===== config.mk =====
export PLATFORM = sky130hd
export DESIGN_NAME = pipeline_ctrl_flat
export DESIGN_NICKNAME = d
export VERILOG_FILES = /design/src/rtl/pipeline_ctrl_if.sv /design/src/rtl/pipeline_ctrl.sv /design/src/flat_wrapper.sv
export SDC_FILE = /design/constraint.sdc
export NUM_CORES = 1
export LEC_CHECK = 0
export BUFFER_PORTS_ARGS = -buffer_cell sky130_fd_sc_hd__buf_2
export CORE_MARGIN = 4
export CORE_UTILIZATION = 44
export DETAILED_ROUTE_END_ITERATION = 6
export GPL_ROUTABILITY_DRIVEN = 0
export GPL_TIMING_DRIVEN = 0
export PLACE_DENSITY_LB_ADDON = 0.3
export SLEW_MARGIN = 30
export SYNTH_ARGS = -nofsm -noshare
export SYNTH_HDL_FRONTEND = slang
export SYNTH_SLANG_ARGS = --single-unit

===== constraint.sdc =====
create_clock -name clk -period 2 [get_ports clk]
set_input_delay 0 -clock clk [delete_from_list [all_inputs] [get_ports clk]]
set_output_delay 0 -clock clk [all_outputs]
set_load 0.03 [all_outputs]

===== src/rtl/pipeline_ctrl_if.sv =====
// Pipeline control bundle between the datapath stages and the hazard controller.
// The master side is the pipeline datapath and the slave side is pipeline_ctrl.
interface pipeline_ctrl_if #(
  parameter int CNT_W = 16
);
  // Register addresses seen by the Decode, Execute, Memory and Writeback stages
  logic [4:0]       rs1D, rs2D;
  logic [4:0]       rs1E, rs2E;
  logic [4:0]       rdE, rdM, rdW;
  logic             load_E;
  logic             reg_write_M, reg_write_W;
  logic             pc_src_E;
  logic             dmem_req, dmem_ready;

  // Controls returned to the stage registers and the operand muxes
  logic             stall_F, stall_D, stall_E, stall_M;
  logic             flush_D, flush_E, flush_W;
  logic [1:0]       fwd_A_E, fwd_B_E;

  // Status
  logic             mem_timeout;
  logic [CNT_W-1:0] stall_cycles;
  logic [1:0]       state;

  modport master (
    output rs1D, rs2D, rs1E, rs2E, rdE, rdM, rdW,
    output load_E, reg_write_M, reg_write_W, pc_src_E, dmem_req, dmem_ready,
    input  stall_F, stall_D, stall_E, stall_M,
    input  flush_D, flush_E, flush_W, fwd_A_E, fwd_B_E,
    input  mem_timeout, stall_cycles, state
  );

  modport slave (
    input  rs1D, rs2D, rs1E, rs2E, rdE, rdM, rdW,
    input  load_E, reg_write_M, reg_write_W, pc_src_E, dmem_req, dmem_ready,
    output stall_F, stall_D, stall_E, stall_M,
    output flush_D, flush_E, flush_W, fwd_A_E, fwd_B_E,
    output mem_timeout, stall_cycles, state
  );
endinterface


===== src/rtl/pipeline_ctrl.sv =====
// Hazard controller for a five-stage pipeline: operand forwarding, load-use
// stalls, branch flushes and data-memory wait handling with a timeout fault.
// Stall/flush/forward outputs are purely combinational from state and inputs.
module pipeline_ctrl #(
  parameter int TIMEOUT = 255,
  parameter int CNT_W   = 16
) (
  input logic           clk,
  input logic           reset,
  pipeline_ctrl_if.slave bus
);

  // Wait counter is at least 8 bits and always wide enough to hold TIMEOUT
  localparam int WAIT_W = ($clog2(TIMEOUT + 1) > 8) ? $clog2(TIMEOUT + 1) : 8;
  localparam logic [WAIT_W-1:0] TIMEOUT_V = WAIT_W'(TIMEOUT);

  typedef enum logic [1:0] {
    RUN      = 2'b00,
    MEM_WAIT = 2'b01,
    FAULT    = 2'b10
  } state_t;

  state_t            state_reg, state_next;
  logic [WAIT_W-1:0] wait_cnt_reg, wait_cnt_next;
  logic              mem_timeout_reg, mem_timeout_next;
  logic [CNT_W-1:0]  stall_cnt_reg;

  logic mem_wait, lw_stall;
  logic stall_f_raw, stall_d_raw, stall_e_raw, stall_m_raw;
  logic flush_d_raw, flush_e_raw, flush_w_raw;

  // Memory stage result has priority over Writeback; x0 is never forwarded
  function automatic logic [1:0] fwd_sel(input logic [4:0] rs, input logic [4:0] rd_m,
                                         input logic [4:0] rd_w, input logic wr_m,
                                         input logic wr_w);
    if (wr_m && (rd_m != 5'd0) && (rd_m == rs))      return 2'b10;
    else if (wr_w && (rd_w != 5'd0) && (rd_w == rs)) return 2'b01;
    else                                             return 2'b00;
  endfunction

  assign mem_wait = bus.dmem_req & ~bus.dmem_ready;
  assign lw_stall = bus.load_E & (bus.rdE != 5'd0) &
                    ((bus.rdE == bus.rs1D) | (bus.rdE == bus.rs2D));

  assign bus.fwd_A_E = fwd_sel(bus.rs1E, bus.rdM, bus.rdW, bus.reg_write_M, bus.reg_write_W);
  assign bus.fwd_B_E = fwd_sel(bus.rs2E, bus.rdM, bus.rdW, bus.reg_write_M, bus.reg_write_W);

  // Next-state, wait counter and stall/flush priority: memory hold > branch > load-use
  always_comb begin
    state_next       = state_reg;
    wait_cnt_next    = wait_cnt_reg;
    mem_timeout_next = mem_timeout_reg;
    stall_f_raw      = 1'b0;
    stall_d_raw      = 1'b0;
    stall_e_raw      = 1'b0;
    stall_m_raw      = 1'b0;
    flush_d_raw      = 1'b0;
    flush_e_raw      = 1'b0;
    flush_w_raw      = 1'b0;

    case (state_reg)
      RUN: begin
        if (mem_wait) begin
          state_next    = MEM_WAIT;
          wait_cnt_next = WAIT_W'(1);
        end
      end
      MEM_WAIT: begin
        if (!mem_wait) begin
          // completion wins even on the cycle the limit would be reached
          state_next    = RUN;
          wait_cnt_next = '0;
        end else if ((wait_cnt_reg + WAIT_W'(1)) >= TIMEOUT_V) begin
          state_next       = FAULT;
          wait_cnt_next    = '0;
          mem_timeout_next = 1'b1;
        end else begin
          wait_cnt_next = wait_cnt_reg + WAIT_W'(1);
        end
      end
      FAULT: begin
        mem_timeout_next = 1'b1;
      end
      default: begin
        state_next    = RUN;
        wait_cnt_next = '0;
      end
    endcase

    if ((state_reg == FAULT) || mem_wait) begin
      // freeze everything; a pending branch stays held in Execute
      stall_f_raw = 1'b1;
      stall_d_raw = 1'b1;
      stall_e_raw = 1'b1;
      stall_m_raw = 1'b1;
      flush_w_raw = 1'b1;
    end else if (bus.pc_src_E) begin
      flush_d_raw = 1'b1;
      flush_e_raw = 1'b1;
    end else if (lw_stall) begin
      stall_f_raw = 1'b1;
      stall_d_raw = 1'b1;
      flush_e_raw = 1'b1;
    end
  end

  // A clear on a held stage register would be lost, so never present both;
  // reset forces all stage controls low without waiting for a clock edge
  assign bus.stall_F = stall_f_raw & reset;
  assign bus.stall_D = stall_d_raw & reset;
  assign bus.stall_E = stall_e_raw & reset;
  assign bus.stall_M = stall_m_raw & reset;
  assign bus.flush_D = flush_d_raw & ~stall_d_raw & reset;
  assign bus.flush_E = flush_e_raw & ~stall_e_raw & reset;
  assign bus.flush_W = flush_w_raw & reset;

  assign bus.state        = state_reg;
  assign bus.mem_timeout  = mem_timeout_reg;
  assign bus.stall_cycles = stall_cnt_reg;

  // FSM state, wait counter and sticky fault flag
  always_ff @(posedge clk or negedge reset) begin
    if (!reset) begin
      state_reg       <= RUN;
      wait_cnt_reg    <= '0;
      mem_timeout_reg <= 1'b0;
    end else begin
      state_reg       <= state_next;
      wait_cnt_reg    <= wait_cnt_next;
      mem_timeout_reg <= mem_timeout_next;
    end
  end

  // Saturating count of fetch-stall cycles
  always_ff @(posedge clk or negedge reset) begin
    if (!reset) begin
      stall_cnt_reg <= '0;
    end else if (stall_f_raw && (stall_cnt_reg != {CNT_W{1'b1}})) begin
      stall_cnt_reg <= stall_cnt_reg + CNT_W'(1);
    end
  end

endmodule


===== src/flat_wrapper.sv =====
// flat-port wrapper written by rule: the top's interface ports become plain ports
module pipeline_ctrl_flat 
#(
  parameter int TIMEOUT = 255,
  parameter int CNT_W   = 16
)
  (clk, reset, bus_rs1D, bus_rs2D, bus_rs1E, bus_rs2E, bus_rdE, bus_rdM, bus_rdW, bus_load_E, bus_reg_write_M, bus_reg_write_W, bus_pc_src_E, bus_dmem_req, bus_dmem_ready, bus_stall_F, bus_stall_D, bus_stall_E, bus_stall_M, bus_flush_D, bus_flush_E, bus_flush_W, bus_fwd_A_E, bus_fwd_B_E, bus_mem_timeout, bus_stall_cycles, bus_state);
  pipeline_ctrl_if #(.CNT_W(CNT_W)) bus_i ();
  input logic clk;
  input logic reset;
  input wire logic [$bits(bus_i.rs1D)-1:0] bus_rs1D;
  input wire logic [$bits(bus_i.rs2D)-1:0] bus_rs2D;
  input wire logic [$bits(bus_i.rs1E)-1:0] bus_rs1E;
  input wire logic [$bits(bus_i.rs2E)-1:0] bus_rs2E;
  input wire logic [$bits(bus_i.rdE)-1:0] bus_rdE;
  input wire logic [$bits(bus_i.rdM)-1:0] bus_rdM;
  input wire logic [$bits(bus_i.rdW)-1:0] bus_rdW;
  input wire logic [$bits(bus_i.load_E)-1:0] bus_load_E;
  input wire logic [$bits(bus_i.reg_write_M)-1:0] bus_reg_write_M;
  input wire logic [$bits(bus_i.reg_write_W)-1:0] bus_reg_write_W;
  input wire logic [$bits(bus_i.pc_src_E)-1:0] bus_pc_src_E;
  input wire logic [$bits(bus_i.dmem_req)-1:0] bus_dmem_req;
  input wire logic [$bits(bus_i.dmem_ready)-1:0] bus_dmem_ready;
  output wire logic [$bits(bus_i.stall_F)-1:0] bus_stall_F;
  output wire logic [$bits(bus_i.stall_D)-1:0] bus_stall_D;
  output wire logic [$bits(bus_i.stall_E)-1:0] bus_stall_E;
  output wire logic [$bits(bus_i.stall_M)-1:0] bus_stall_M;
  output wire logic [$bits(bus_i.flush_D)-1:0] bus_flush_D;
  output wire logic [$bits(bus_i.flush_E)-1:0] bus_flush_E;
  output wire logic [$bits(bus_i.flush_W)-1:0] bus_flush_W;
  output wire logic [$bits(bus_i.fwd_A_E)-1:0] bus_fwd_A_E;
  output wire logic [$bits(bus_i.fwd_B_E)-1:0] bus_fwd_B_E;
  output wire logic [$bits(bus_i.mem_timeout)-1:0] bus_mem_timeout;
  output wire logic [$bits(bus_i.stall_cycles)-1:0] bus_stall_cycles;
  output wire logic [$bits(bus_i.state)-1:0] bus_state;
  assign bus_i.rs1D = bus_rs1D;
  assign bus_i.rs2D = bus_rs2D;
  assign bus_i.rs1E = bus_rs1E;
  assign bus_i.rs2E = bus_rs2E;
  assign bus_i.rdE = bus_rdE;
  assign bus_i.rdM = bus_rdM;
  assign bus_i.rdW = bus_rdW;
  assign bus_i.load_E = bus_load_E;
  assign bus_i.reg_write_M = bus_reg_write_M;
  assign bus_i.reg_write_W = bus_reg_write_W;
  assign bus_i.pc_src_E = bus_pc_src_E;
  assign bus_i.dmem_req = bus_dmem_req;
  assign bus_i.dmem_ready = bus_dmem_ready;
  assign bus_stall_F = bus_i.stall_F;
  assign bus_stall_D = bus_i.stall_D;
  assign bus_stall_E = bus_i.stall_E;
  assign bus_stall_M = bus_i.stall_M;
  assign bus_flush_D = bus_i.flush_D;
  assign bus_flush_E = bus_i.flush_E;
  assign bus_flush_W = bus_i.flush_W;
  assign bus_fwd_A_E = bus_i.fwd_A_E;
  assign bus_fwd_B_E = bus_i.fwd_B_E;
  assign bus_mem_timeout = bus_i.mem_timeout;
  assign bus_stall_cycles = bus_i.stall_cycles;
  assign bus_state = bus_i.state;
  pipeline_ctrl #(.TIMEOUT(TIMEOUT), .CNT_W(CNT_W)) u_core (.clk(clk), .reset(reset), .bus(bus_i));
endmodule

==> metrics.txt, run 1 <==
# TYPE chip_impl_metric gauge
chip_impl_info{name="run_status",value="complete, but fails checks"} 1
chip_impl_info{name="failed_checks",value="setup timing"} 1
chip_impl_metric{name="max_stage_delay",unit="ns"} 0.40
chip_impl_metric{name="synth_async_sr_flop_share",unit=""} 1.00
chip_impl_metric{name="total_die_area",unit="µm²"} 5340
chip_impl_metric{name="setup-violations-final",unit=""} 2
chip_impl_metric{name="power_density",unit="nW/µm²"} 745
chip_impl_metric{name="fin_skew",unit="ns"} 0.00445
chip_impl_metric{name="synth_top_area_frac",unit=""} 0.363
chip_impl_metric{name="cp_data_arrival_time",unit="ns"} 2.20
chip_impl_metric{name="finish.net_count",unit=""} 339
chip_impl_metric{name="dp.final_hpwl",unit="µm"} 3430
chip_impl_metric{name="tns",unit="ns"} -0.0325
chip_impl_metric{name="timing.final.max_slew_violations",unit=""} 0
chip_impl_metric{name="clock_transition_at_the_registers_of_the_reported_paths",unit="ns"} 0.10
chip_impl_metric{name="io_pins",unit=""} 73
chip_impl_metric{name="seq_area_frac_synth",unit=""} 0.363
chip_impl_metric{name="synth.avg_cell_area",unit="µm²"} 9.31
chip_impl_metric{name="power_leakage",unit="nW"} 1.25
chip_impl_metric{name="synth.distinct_cells",unit=""} 38
chip_impl_metric{name="floorplan.initialDensity",unit=""} 0.459
chip_impl_info{name="worst_path_dominant_cell_family",value="simple AND/OR/NAND/NOR gates"} 1
chip_impl_metric{name="hold_viol",unit=""} 0
chip_impl_metric{name="place_inst",unit=""} 322
chip_impl_metric{name="worstRegToRegCells",unit=""} 10
chip_impl_metric{name="post-route-worst-setup-slack",unit="ns"} -0.0235
chip_impl_metric{name="placement.setup.worst_slack",unit="ns"} -0.209
chip_impl_metric{name="vdd_drop_max",unit="µV"} 562
chip_impl_metric{name="worst_ep_required_time",unit="ns"} 2.17
chip_impl_info{name="critPathLaunch",value="u_core.wait_cnt_reg[1]$_DFFE_PN0P_"} 1
chip_impl_metric{name="numClockSinks",unit=""} 27
chip_impl_metric{name="maximum_level_of_the_cts_h_tree",unit=""} 1
chip_impl_metric{name="ant_nets",unit=""} 0
chip_impl_metric{name="post_synth_instance_area",unit="µm²"} 1860
chip_impl_metric{name="post-route-util",unit=""} 0.630
chip_impl_metric{name="path_buf_inv",unit=""} 2
chip_impl_metric{name="vias_per_cell",unit=""} 5.04
chip_impl_info{name="cpMaxStageDelayCell",value="sky130_fd_sc_hd__dfrtp_1"} 1
chip_impl_info{name="ys_top_cells_by_area",value="sky130_fd_sc_hd__dfrtp_1 (36%), sky130_fd_sc_hd__xor2_1 (12%), sky130_fd_sc_hd__xnor2_1 (10%), sky130_fd_sc_hd__ha_1 (4.0%), sky130_fd_sc_hd__nand2_1 (3.4%)"} 1
chip_impl_metric{name="synth_enable_flop_cells",unit=""} 0
chip_impl_metric{name="clock_latency",unit="ns"} 0.28
chip_impl_metric{name="ys_warn_count",unit=""} 0
chip_impl_metric{name="drt_pre_antenna_iters",unit=""} 4
chip_impl_metric{name="largest_register_ff_count",unit=""} 16
chip_impl_metric{name="antenna_found_initial",unit=""} 0
chip_impl_metric{name="grt_pass1_wl",unit="µm"} 7730
chip_impl_metric{name="drive_above_1_share",unit=""} 0.408
chip_impl_metric{name="detail_route.iter0.violations",unit=""} 69
chip_impl_info{name="synthMostInstantiatedCell",value="sky130_fd_sc_hd__dfrtp_1"} 1
chip_impl_metric{name="number_of_drc_violations_after_detailed_routing",unit=""} 0
chip_impl_metric{name="ys_seq_elements",unit=""} 27
chip_impl_metric{name="die_w",unit="µm"} 73.1
chip_impl_metric{name="core",unit="µm²"} 4060
chip_impl_info{name="clock_tree_from_tritoncts",value="built"} 1
chip_impl_info{name="grt_setup_unrepaired",value="true"} 1
chip_impl_info{name="timing.rr.start",value="u_core.wait_cnt_reg[1]$_DFFE_PN0P_"} 1
chip_impl_metric{name="post_layout_nonfiller_instances",unit=""} 339
chip_impl_metric{name="postPlaceCellArea",unit="µm²"} 2290
chip_impl_metric{name="met3RoutedLength",unit="µm"} 173
chip_impl_metric{name="min_delay_path_depth",unit=""} 4
chip_impl_metric{name="diode_insertion_count_for_antenna_repair",unit=""} 0
chip_impl_metric{name="wl",unit="µm"} 4540
chip_impl_metric{name="stdcell_area",unit="µm²"} 2560
chip_impl_metric{name="avgRoutedWirePerCell",unit="µm"} 13.4
chip_impl_metric{name="global_router_s_overall_resource_usage",unit=""} 0.180
chip_impl_metric{name="critical_path_peak_fanout",unit=""} 5
chip_impl_info{name="critical_path_sink_type",value="register"} 1
chip_impl_metric{name="std_cell_rows",unit=""} 23
chip_impl_info{name="top_signal_layer_used",value="met4"} 1
chip_impl_metric{name="largest_net_degree_at_the_start_of_global_routing",unit=""} 32
chip_impl_metric{name="port_buffers",unit=""} 72
chip_impl_metric{name="timing.final.crit_share",unit=""} 1.01
chip_impl_metric{name="period_minus_slack",unit="ns"} 2.02
chip_impl_metric{name="numCtsBuffers",unit=""} 3
chip_impl_info{name="timing.hold.worst.class",value="in2reg"} 1
chip_impl_metric{name="mappedNetlistNets",unit=""} 249
chip_impl_metric{name="syn_inst",unit=""} 200
chip_impl_metric{name="grt.overflow.total",unit=""} 0
chip_impl_metric{name="slew-limit-headroom",unit=""} 0.572
chip_impl_metric{name="timing.max_cap.violations",unit=""} 0
chip_impl_info{name="synth.largest_area_cell",value="sky130_fd_sc_hd__dfrtp_1"} 1
chip_impl_metric{name="total_power",unit="mW"} 1.91
chip_impl_metric{name="timing.hold.ws",unit="ns"} 0.141
chip_impl_metric{name="tightest_slew",unit="ns"} 0.642
chip_impl_info{name="netlist_top_cells_count",value="sky130_fd_sc_hd__dfrtp_1 (27), sky130_fd_sc_hd__xor2_1 (25), sky130_fd_sc_hd__xnor2_1 (22), sky130_fd_sc_hd__nand2_1 (17), sky130_fd_sc_hd__nand3_1 (11)"} 1
chip_impl_metric{name="path_depth",unit=""} 10
chip_impl_info{name="critical_path.cell_chain",value="buf_4 -> ha_4 -> nand3_2 -> nor2_2 -> xnor2_2 -> nor4_2 -> or3_4 -> buf_6 -> nor2_1 -> a211o_1"} 1
chip_impl_info{name="synth_ff_type",value="sky130_fd_sc_hd__dfrtp_1"} 1
chip_impl_metric{name="max_freq",unit="MHz"} 494
chip_impl_metric{name="routed-wl-met2",unit="µm"} 2380
chip_impl_info{name="worst-setup-path-type",value="reg2reg"} 1
chip_impl_metric{name="m1WireLength",unit="µm"} 1960
chip_impl_info{name="cts.root.buffer_cell",value="sky130_fd_sc_hd__clkbuf_8"} 1
chip_impl_metric{name="vias",unit=""} 1708
chip_impl_metric{name="number_of_global_route_vias_before_repair",unit=""} 1718
chip_impl_info{name="crit_path_start_kind",value="register"} 1
chip_impl_info{name="worstHoldStart",value="bus_dmem_ready"} 1
chip_impl_metric{name="clk_path_buf_depth",unit=""} 2
chip_impl_metric{name="layout_overhead_on_the_synthesized_area",unit="%"} 37.4
chip_impl_metric{name="fp.dieH",unit="µm"} 73.1
kinds of logic (layout without fill, tap and decap cells):
family | after synthesis | count (layout) | share of synthesized area
AND/OR/NAND/NOR | 78 | 78 | 0.227
flip-flops | 27 | 27 | 0.363
XOR/XNOR | 47 | 47 | 0.221
AO/OA/AOI/OAI | 27 | 27 | 0.0954
multiplexers | 3 | 3 | 0.0175
adder cells (fa/ha/maj) | 6 | 6 | 0.0403
buffers and inverters | 12 | 101 | 0.0356
report_power, final:
part | internal (mW) | total (mW) | switching (mW) | leakage, nW
combinational | 0.348 | 0.829 | 0.480 | 0.872
sequential | 0.640 | 0.740 | 0.101 | 0.353
clock | 0.147 | 0.337 | 0.190 | 0.0261
total | 1.13 | 1.91 | 0.771 | 1.25
layer usage:
layer	vias up	track usage
li1	876	-
met1	804	0.234
met2	26	0.315
met3	2	0.0358
met4	0	0.0205
met5	-	0
layout by cell type, fill, tap and decap left out, types with 4 or more instances in the layout:
cell type                 netlist  final
sky130_fd_sc_hd__nand3_1       11     10
sky130_fd_sc_hd__nor4_1         5      4
sky130_fd_sc_hd__nor3_1         5      4
sky130_fd_sc_hd__or4_1          5      5
sky130_fd_sc_hd__buf_4          3     15
sky130_fd_sc_hd__dfrtp_1       27     23
sky130_fd_sc_hd__xnor2_1       22     20
sky130_fd_sc_hd__nor2_1        10      8
sky130_fd_sc_hd__dfrtp_2        0      4
sky130_fd_sc_hd__a21o_1         4      4
sky130_fd_sc_hd__a21oi_1        4      4
sky130_fd_sc_hd__buf_2          2     73
sky130_fd_sc_hd__inv_1          4      4
sky130_fd_sc_hd__and3_1         6      6
sky130_fd_sc_hd__o21ai_0        9      5
sky130_fd_sc_hd__nand2_1       17     16
sky130_fd_sc_hd__xor2_1        25     25
sky130_fd_sc_hd__ha_1           6      5
sky130_fd_sc_hd__nand4_1        6      6
worst register-to-register path: cells and delay by family, from the launching register on:
kind	cells	cell delay, ns
AND/OR/NAND/NOR	5	0.67
flip-flops	1	0.40
buffers and inverters	2	0.26
AO/OA/AOI/OAI	1	0.26
adder cells (fa/ha/maj)	1	0.16
XOR/XNOR	1	0.15
area by class of cell:
cell class / instances / area [µm²]
multi-input combinational: 161 / 1220
timing repair buffer: 86 / 478
inverter: 4 / 15.0
clock buffer: 3 / 41.3
buffer: 7 / 52.6
clock inverter: 1 / 8.76
tap: 50 / 62.6
sequential: 27 / 681
fill: 345 / 1500
path summary, 6_finish.rpt:
check | to | slack, ns
setup / recovery | u_core.wait_cnt_reg[4]$_DFFE_PN0P_ | -0.02
setup reg to reg | u_core.wait_cnt_reg[4]$_DFFE_PN0P_ | -0.02
hold / removal | u_core.bus.state[1]$_DFFE_PN0P_ | 0.14
hold reg to reg | u_core.bus.mem_timeout$_DFFE_PN0P_ | 0.46
min in group asynchronous | u_core.bus.state[1]$_DFFE_PN0P_ | 0.26
max in group asynchronous | u_core.bus.stall_cycles[1]$_DFFE_PN0P_ | 1.28
timing repair:
item,CTS,global route
hold buffers,1,0
endpoints found under the setup margin,17,16
cloned,1,0
gates resized for setup,11,14
buffers inserted,6,6
hold endpoints to repair,27,0
pin swaps,9,7
Power figures use the tool's default switching activity.
==> inputs of run 2 (changes only) <==
ABC_CLOCK_PERIOD_IN_PS = 2000   (was default)
REMOVE_ABC_BUFFERS = 1   (was default)
==> run 2 against run 1 <==
The run now ends clean; sequential power about the same; power decreased by 2.7%; hold slack improved by 0.017 ns; clock skew decreased by 0.00056 ns; clock power decreased by 2%; final cell count decreased by 2.1%; non-clock buffer count decreased by 9; largest cell class unchanged.
==> metrics.txt, run 2 (synthesis gave the netlist of run 1 again) <==
# TYPE chip_impl_metric gauge
chip_impl_metric{name="wl",unit="µm"} 4700
chip_impl_metric{name="global_router_s_overall_resource_usage",unit=""} 0.178
chip_impl_metric{name="slew-limit-headroom",unit=""} 0.570
chip_impl_metric{name="number_of_global_route_vias_before_repair",unit=""} 1743
chip_impl_metric{name="m1WireLength",unit="µm"} 1910
chip_impl_metric{name="post-route-worst-setup-slack",unit="ns"} 0.0147
chip_impl_metric{name="std_cell_rows",unit=""} 23
chip_impl_metric{name="detail_route.iter0.violations",unit=""} 78
chip_impl_metric{name="finish.net_count",unit=""} 332
chip_impl_info{name="timing.hold.worst.class",value="in2reg"} 1
chip_impl_metric{name="tns",unit="ns"} 0
chip_impl_metric{name="routed-wl-met2",unit="µm"} 2480
chip_impl_metric{name="drive_above_1_share",unit=""} 0.404
chip_impl_info{name="critical_path_sink_type",value="register"} 1
chip_impl_metric{name="fillerInstances",unit=""} 359
chip_impl_metric{name="maximum_level_of_the_cts_h_tree",unit=""} 1
chip_impl_info{name="cts.root.buffer_cell",value="sky130_fd_sc_hd__clkbuf_8"} 1
chip_impl_metric{name="min_delay_path_depth",unit=""} 4
chip_impl_metric{name="hold_viol",unit=""} 0
chip_impl_metric{name="port_buffers",unit=""} 72
chip_impl_info{name="cpMaxStageDelayCell",value="sky130_fd_sc_hd__dfrtp_2"} 1
chip_impl_metric{name="ant_nets",unit=""} 0
chip_impl_metric{name="post_layout_nonfiller_instances",unit=""} 332
chip_impl_metric{name="total_die_area",unit="µm²"} 5340
chip_impl_metric{name="critical_path_peak_fanout",unit=""} 3
chip_impl_metric{name="io_pins",unit=""} 73
chip_impl_info{name="commonest_cells_after_routing_fill_and_taps_aside",value="sky130_fd_sc_hd__buf_2 (72), sky130_fd_sc_hd__xor2_1 (25), sky130_fd_sc_hd__dfrtp_1 (23)"} 1
chip_impl_info{name="final_common_cell",value="sky130_fd_sc_hd__buf_2"} 1
chip_impl_metric{name="timing.final.crit_share",unit=""} 0.993
chip_impl_metric{name="diode_insertion_count_for_antenna_repair",unit=""} 0
chip_impl_metric{name="postPlaceCellArea",unit="µm²"} 2230
chip_impl_metric{name="worstRegToRegCells",unit=""} 8
chip_impl_metric{name="floorplan.initialDensity",unit=""} 0.459
chip_impl_metric{name="max_stage_delay",unit="ns"} 0.44
chip_impl_metric{name="vias",unit=""} 1758
chip_impl_metric{name="tightest_slew",unit="ns"} 0.645
chip_impl_metric{name="layout_overhead_on_the_synthesized_area",unit="%"} 34.8
chip_impl_info{name="grt_setup_unrepaired",value="true"} 1
chip_impl_metric{name="period_minus_slack",unit="ns"} 1.99
chip_impl_metric{name="placement.setup.worst_slack",unit="ns"} -0.369
chip_impl_metric{name="numClockSinks",unit=""} 27
chip_impl_metric{name="grt.overflow.total",unit=""} 0
chip_impl_metric{name="grt_pass1_wl",unit="µm"} 7730
chip_impl_metric{name="met3RoutedLength",unit="µm"} 294
chip_impl_metric{name="largest_net_degree_at_the_start_of_global_routing",unit=""} 32
chip_impl_metric{name="drt_pre_antenna_iters",unit=""} 4
chip_impl_info{name="critical_path.cell_chain",value="ha_2 -> nand2b_4 -> o21ai_2 -> a22oi_2 -> nor4_4 -> buf_4 -> o21ai_1 -> mux2_2"} 1
chip_impl_metric{name="dp.final_hpwl",unit="µm"} 3310
chip_impl_metric{name="largest_register_ff_count",unit=""} 16
chip_impl_metric{name="setup-violations-final",unit=""} 0
chip_impl_metric{name="avgRoutedWirePerCell",unit="µm"} 14.2
chip_impl_metric{name="power_density",unit="nW/µm²"} 739
chip_impl_metric{name="timing.max_cap.violations",unit=""} 0
chip_impl_metric{name="timing.final.max_slew_violations",unit=""} 0
chip_impl_metric{name="clock_transition_at_the_registers_of_the_reported_paths",unit="ns"} 0.10
chip_impl_metric{name="clock_latency",unit="ns"} 0.28
chip_impl_metric{name="worst_ep_required_time",unit="ns"} 2.17
chip_impl_metric{name="cp_data_arrival_time",unit="ns"} 2.16
chip_impl_info{name="crit_path_start_kind",value="register"} 1
chip_impl_metric{name="vdd_drop_max",unit="µV"} 780
chip_impl_metric{name="fp.dieH",unit="µm"} 73.1
chip_impl_metric{name="number_of_drc_violations_after_detailed_routing",unit=""} 0
chip_impl_metric{name="power_leakage",unit="nW"} 1.23
chip_impl_metric{name="fin_skew",unit="ns"} 0.00389
chip_impl_info{name="crit_reg_reg_endpoint",value="u_core.bus.state[0]$_DFFE_PN0P_"} 1
chip_impl_metric{name="core",unit="µm²"} 4060
chip_impl_info{name="run_status",value="finished, final reports clean"} 1
chip_impl_metric{name="clk_path_buf_depth",unit=""} 2
chip_impl_metric{name="stdcell_area",unit="µm²"} 2510
chip_impl_metric{name="path_buf_inv",unit=""} 1
chip_impl_metric{name="r2r_setup_slack",unit="ns"} 0.01
chip_impl_metric{name="antenna_found_initial",unit=""} 0
chip_impl_info{name="timing.rr.start",value="u_core.wait_cnt_reg[0]$_DFFE_PN0P_"} 1
chip_impl_metric{name="die_w",unit="µm"} 73.1
chip_impl_info{name="timing.hold.worst_endpoint",value="u_core.bus.state[1]$_DFFE_PN0P_"} 1
chip_impl_info{name="worstHoldStart",value="bus_dmem_ready"} 1
chip_impl_info{name="worst_path_dominant_cell_family",value="simple AND/OR/NAND/NOR gates"} 1
chip_impl_info{name="clock_tree_from_tritoncts",value="built"} 1
chip_impl_metric{name="place_inst",unit=""} 314
chip_impl_info{name="worst-setup-path-type",value="reg2reg"} 1
chip_impl_info{name="top_signal_layer_used",value="met4"} 1
chip_impl_metric{name="timing.hold.ws",unit="ns"} 0.158
chip_impl_metric{name="max_freq",unit="MHz"} 504
chip_impl_metric{name="numCtsBuffers",unit=""} 3
chip_impl_metric{name="vias_per_cell",unit=""} 5.30
==> run 2: changes by cell type in the layout (fill, tap and decap cells not counted), moves of 2 or more <==
cell / delta
sky130_fd_sc_hd__ha_2: +2
sky130_fd_sc_hd__o21ai_1: -2
sky130_fd_sc_hd__nand3_2: +2
sky130_fd_sc_hd__nor4_2: -2
sky130_fd_sc_hd__buf_4: -6
sky130_fd_sc_hd__o21ai_0: +2
==> run 2: how the worst max path moves through the flow <==
stage	depth (start not counted)	endpoint	slack (ns)	from
floorplan	4	bus_flush_W	-0.14	u_core.bus.state[0]$_DFFE_PN0P_
global placement	8	u_core.wait_cnt_reg[4]$_DFFE_PN0P_	-0.33	u_core.wait_cnt_reg[0]$_DFFE_PN0P_
detailed placement	8	u_core.wait_cnt_reg[4]$_DFFE_PN0P_	-0.37	u_core.wait_cnt_reg[0]$_DFFE_PN0P_
CTS	8	u_core.bus.state[0]$_DFFE_PN0P_	0.001	u_core.wait_cnt_reg[1]$_DFFE_PN0P_
global route	8	u_core.bus.state[0]$_DFFE_PN0P_	-0.13	u_core.wait_cnt_reg[1]$_DFFE_PN0P_
finish	8	u_core.bus.state[0]$_DFFE_PN0P_	0.01	u_core.wait_cnt_reg[0]$_DFFE_PN0P_
==> run 2: worst min-delay path: cells and delay by family <==
family / cells / cell delay (ns)
simple gates: 2 / 0.23
compound gates: 1 / 0.09
buf+inv: 1 / 0.08
==> run 2: layout make-up <==
type,count,area [µm²],share of cell area
multi-input cells,163,1240,0.495
inverters,4,15.0,0.00598
clock inverters,1,8.76,0.00349
repair buffers,84,460,0.183
clock buffers,3,41.3,0.0165
well taps,50,62.6,0.0249
flip-flops and latches,27,681,0.271
==> run 2: report_power, final <==
group | leakage (nW) | total [mW] | internal (mW) | switching (mW)
Clock | 0.0261 | 0.330 | 0.146 | 0.184
Combinational | 0.856 | 0.786 | 0.322 | 0.464
Sequential | 0.351 | 0.737 | 0.637 | 0.100
==> run 2: through the flow <==
stage / utilization / power, mW
floorplan: - / 1.18
global placement: 0.550 / 1.40
detailed placement: 0.550 / 1.41
global route: 0.619 / 1.99
CTS: 0.586 / 1.79
finish: 0.619 / 1.85
==> run 2: per-layer routing <==
layer | vias to the layer above | track usage
met5 | - | 0
met4 | 0 | 0.0225
met3 | 2 | 0.0386
met2 | 51 | 0.314
met1 | 833 | 0.227
li1 | 872 | -
==> run 2: what timing repair did <==
action                                 4_1_cts  5_1_grt
cloned                                       1        1
endpoints found under the hold margin       27        0
buffers inserted                             4        7
pin swaps                                    3        9
resized for setup                           13       18
setup endpoints to repair                   22       24
hold buffers                                 1        0
==> inputs of run 3 (changes only) <==
BUFFER_PORTS_ARGS = default   (was -buffer_cell sky130_fd_sc_hd__buf_2)
CORE_UTILIZATION = 50   (was 44)
DONT_BUFFER_PORTS = 1   (was default)
REMOVE_ABC_BUFFERS = default   (was 1)
==> run 3 against run 2 <==
The run now ends with setup timing left; via count decreased by 12%; sequential cell count unchanged; clock power about the same; sequential share of layout area increased by 3.7 points; global-route usage increased by 1.1 points; fmax decreased by 3.8%; critical path depth unchanged; clock skew decreased by 0.0012 ns; core utilization increased by 2.6 points; hold slack got worse by 0.10 ns.
==> metrics.txt, run 3 (synthesis gave the netlist of run 1 again) <==
# TYPE chip_impl_metric gauge
chip_impl_info{name="crit_path_start_kind",value="register"} 1
chip_impl_metric{name="fin_skew",unit="ns"} 0.00273
chip_impl_metric{name="path_buf_inv",unit=""} 1
chip_impl_metric{name="diode_insertion_count_for_antenna_repair",unit=""} 0
chip_impl_metric{name="dp.final_hpwl",unit="µm"} 3320
chip_impl_metric{name="core",unit="µm²"} 3470
chip_impl_info{name="critical_path.cell_chain",value="nand3_4 -> nor3_4 -> xnor2_2 -> nor4_2 -> or3_4 -> buf_6 -> nor2_2 -> a211o_1"} 1
chip_impl_metric{name="tightest_slew",unit="ns"} 0.906
chip_impl_metric{name="finish.net_count",unit=""} 264
chip_impl_metric{name="cp_data_arrival_time",unit="ns"} 2.24
chip_impl_metric{name="port_buffers",unit=""} 0
chip_impl_metric{name="floorplan.initialDensity",unit=""} 0.537
chip_impl_metric{name="min_delay_path_depth",unit=""} 3
chip_impl_metric{name="clock_latency",unit="ns"} 0.28
chip_impl_metric{name="vias",unit=""} 1541
chip_impl_metric{name="global_router_s_overall_resource_usage",unit=""} 0.189
chip_impl_metric{name="hold_viol",unit=""} 0
chip_impl_metric{name="avgRoutedWirePerCell",unit="µm"} 17.9
chip_impl_metric{name="clk_path_buf_depth",unit=""} 2
chip_impl_info{name="crit_reg_reg_endpoint",value="u_core.wait_cnt_reg[3]$_DFFE_PN0P_"} 1
chip_impl_metric{name="timing.final.crit_share",unit=""} 1.03
chip_impl_info{name="run_status",value="complete, but fails checks"} 1
chip_impl_metric{name="drt_pre_antenna_iters",unit=""} 4
chip_impl_info{name="cpMaxStageDelayCell",value="sky130_fd_sc_hd__dfrtp_2"} 1
chip_impl_info{name="clock_tree_from_tritoncts",value="built"} 1
chip_impl_metric{name="period_minus_slack",unit="ns"} 2.06
chip_impl_metric{name="numClockSinks",unit=""} 27
chip_impl_info{name="timing.rr.start",value="u_core.wait_cnt_reg[0]$_DFFE_PN0P_"} 1
chip_impl_metric{name="timing.max_cap.violations",unit=""} 0
chip_impl_metric{name="drive_above_1_share",unit=""} 0.285
chip_impl_metric{name="ant_nets",unit=""} 0
chip_impl_info{name="critical_path_sink_type",value="register"} 1
chip_impl_info{name="critPathLaunch",value="u_core.wait_cnt_reg[0]$_DFFE_PN0P_"} 1
chip_impl_metric{name="setup-violations-final",unit=""} 4
chip_impl_metric{name="detail_route.iter0.violations",unit=""} 46
chip_impl_metric{name="grt.overflow.total",unit=""} 0
chip_impl_info{name="worst_path_dominant_cell_family",value="simple AND/OR/NAND/NOR gates"} 1
chip_impl_metric{name="post-route-worst-setup-slack",unit="ns"} -0.0637
chip_impl_metric{name="io_pins",unit=""} 73
chip_impl_metric{name="power_leakage",unit="nW"} 0.909
chip_impl_metric{name="std_cell_rows",unit=""} 21
chip_impl_metric{name="clock_transition_at_the_registers_of_the_reported_paths",unit="ns"} 0.10
chip_impl_metric{name="grt_pass1_wl",unit="µm"} 7390
chip_impl_metric{name="maximum_level_of_the_cts_h_tree",unit=""} 1
chip_impl_metric{name="largest_register_ff_count",unit=""} 16
chip_impl_metric{name="largest_net_degree_at_the_start_of_global_routing",unit=""} 28
chip_impl_metric{name="total_power",unit="mW"} 1.76
chip_impl_metric{name="post-route-util",unit=""} 0.645
chip_impl_metric{name="number_of_global_route_vias_before_repair",unit=""} 1568
chip_impl_metric{name="total_die_area",unit="µm²"} 4760
chip_impl_metric{name="worstRegToRegCells",unit=""} 8
chip_impl_metric{name="die_w",unit="µm"} 69.0
chip_impl_info{name="worst-setup-path-type",value="reg2reg"} 1
chip_impl_metric{name="layout_overhead_on_the_synthesized_area",unit="%"} 20.1
chip_impl_metric{name="timing.final.max_slew_violations",unit=""} 0
chip_impl_metric{name="max_stage_delay",unit="ns"} 0.47
chip_impl_metric{name="numCtsBuffers",unit=""} 3
chip_impl_metric{name="r2r_setup_slack",unit="ns"} -0.06
chip_impl_metric{name="critical_path_peak_fanout",unit=""} 6
chip_impl_metric{name="fp.dieH",unit="µm"} 69.0
chip_impl_metric{name="wl",unit="µm"} 4660
chip_impl_info{name="commonest_cells_after_routing_fill_and_taps_aside",value="sky130_fd_sc_hd__xor2_1 (25), sky130_fd_sc_hd__xnor2_1 (20), sky130_fd_sc_hd__dfrtp_1 (17)"} 1
chip_impl_metric{name="vdd_drop_max",unit="µV"} 637
chip_impl_metric{name="number_of_drc_violations_after_detailed_routing",unit=""} 0
chip_impl_info{name="cts.root.buffer_cell",value="sky130_fd_sc_hd__clkbuf_8"} 1
chip_impl_metric{name="vias_per_cell",unit=""} 5.93
chip_impl_metric{name="max_freq",unit="MHz"} 485
chip_impl_info{name="timing.hold.worst.class",value="in2reg"} 1
chip_impl_metric{name="post_layout_nonfiller_instances",unit=""} 260
chip_impl_info{name="timing.hold.worst_endpoint",value="u_core.bus.stall_cycles[12]$_DFFE_PN0P_"} 1
chip_impl_info{name="final_common_cell",value="sky130_fd_sc_hd__xor2_1"} 1
chip_impl_metric{name="power_density",unit="nW/µm²"} 786
chip_impl_metric{name="path_depth",unit=""} 8
chip_impl_metric{name="slew-limit-headroom",unit=""} 0.391
chip_impl_info{name="grt_setup_unrepaired",value="true"} 1
chip_impl_metric{name="worst_ep_required_time",unit="ns"} 2.18
chip_impl_metric{name="antenna_found_initial",unit=""} 0
chip_impl_info{name="failed_checks",value="setup timing"} 1
chip_impl_metric{name="place_inst",unit=""} 246
chip_impl_info{name="worstHoldStart",value="bus_pc_src_E"} 1
==> run 3: changes by cell type in the layout (fill, tap and decap cells not counted), moves of 4 or more <==
| cell | before | now |
|---|---|---|
| sky130_fd_sc_hd__dfrtp_2 | 4 | 10 |
| sky130_fd_sc_hd__buf_4 | 9 | 13 |
| sky130_fd_sc_hd__buf_2 | 72 | 1 |
| sky130_fd_sc_hd__dfrtp_1 | 23 | 17 |
| sky130_fd_sc_hd__nor4_1 | 5 | 0 |
| sky130_fd_sc_hd__nor4_2 | 0 | 6 |
==> run 3: area by class of cell <==
| class | count | area, µm² |
|---|---|---|
| inverter | 4 | 15.0 |
| timing repair buffer | 11 | 97.6 |
| sequential | 27 | 688 |
| buffer | 7 | 50.0 |
| clock buffer | 3 | 41.3 |
| tap | 46 | 57.6 |
| clock inverter | 1 | 8.76 |
| fill | 300 | 1230 |
| multi-input combinational | 161 | 1280 |
==> run 3: worst reg2reg max path, cell delays in order, from the launching register on <==
cell and delay (ns):
sky130_fd_sc_hd__dfrtp_2 0.47, sky130_fd_sc_hd__nand3_4 0.14, sky130_fd_sc_hd__nor3_4 0.28, sky130_fd_sc_hd__xnor2_2 0.13
sky130_fd_sc_hd__nor4_2 0.34, sky130_fd_sc_hd__or3_4 0.20, sky130_fd_sc_hd__buf_6 0.12, sky130_fd_sc_hd__nor2_2 0.04
sky130_fd_sc_hd__a211o_1 0.25
==> run 3: worst max path at each step <==
stage	slack, ns	end
after floorplan	0.01	u_core.wait_cnt_reg[3]$_DFFE_PN0P_
after global placement	-0.18	u_core.bus.stall_cycles[5]$_DFFE_PN0P_
after detailed placement	-0.27	u_core.bus.stall_cycles[5]$_DFFE_PN0P_
after CTS	-0.02	u_core.wait_cnt_reg[4]$_DFFE_PN0P_
after global routing	-0.18	u_core.wait_cnt_reg[3]$_DFFE_PN0P_
final	-0.06	u_core.wait_cnt_reg[3]$_DFFE_PN0P_
==> run 3: timing repair <==
action | in CTS | in global routing
pin swaps | 6 | 11
gates cloned | 0 | 1
endpoints found under the setup margin | 25 | 23
resized for setup | 20 | 22
hold buffers | 2 | 0
endpoints found under the hold margin | 27 | 0
setup buffers | 6 | 2
==> run 3: layer usage <==
layer	up-vias	wire length, µm	global-route usage
met5	-	0	0
met4	0	88	0.0889
met3	10	346	0.0799
met2	50	2580	0.349
met1	755	1650	0.177
li1	726	-	-
==> run 3: where the power goes <==
| part | internal (mW) | switching [mW] | total, mW |
|---|---|---|---|
| sequential | 0.645 | 0.274 | 0.919 |
| combinational | 0.243 | 0.265 | 0.507 |
| clock | 0.147 | 0.185 | 0.332 |
==> run 3: through the flow <==
stage	area, µm²	worst slack (ns)	TNS, ns	hold slack (ns)
after floorplan	1870	0.0132	0	-0.296
after detailed placement	1950	-0.269	-3.30	-0.295
after global routing	2240	-0.179	-0.836	0.0658
after global placement	1920	-0.177	-2.24	-0.295
after CTS	2130	-0.0180	-0.0307	0.0117
final	2240	-0.0637	-0.127	0.0561
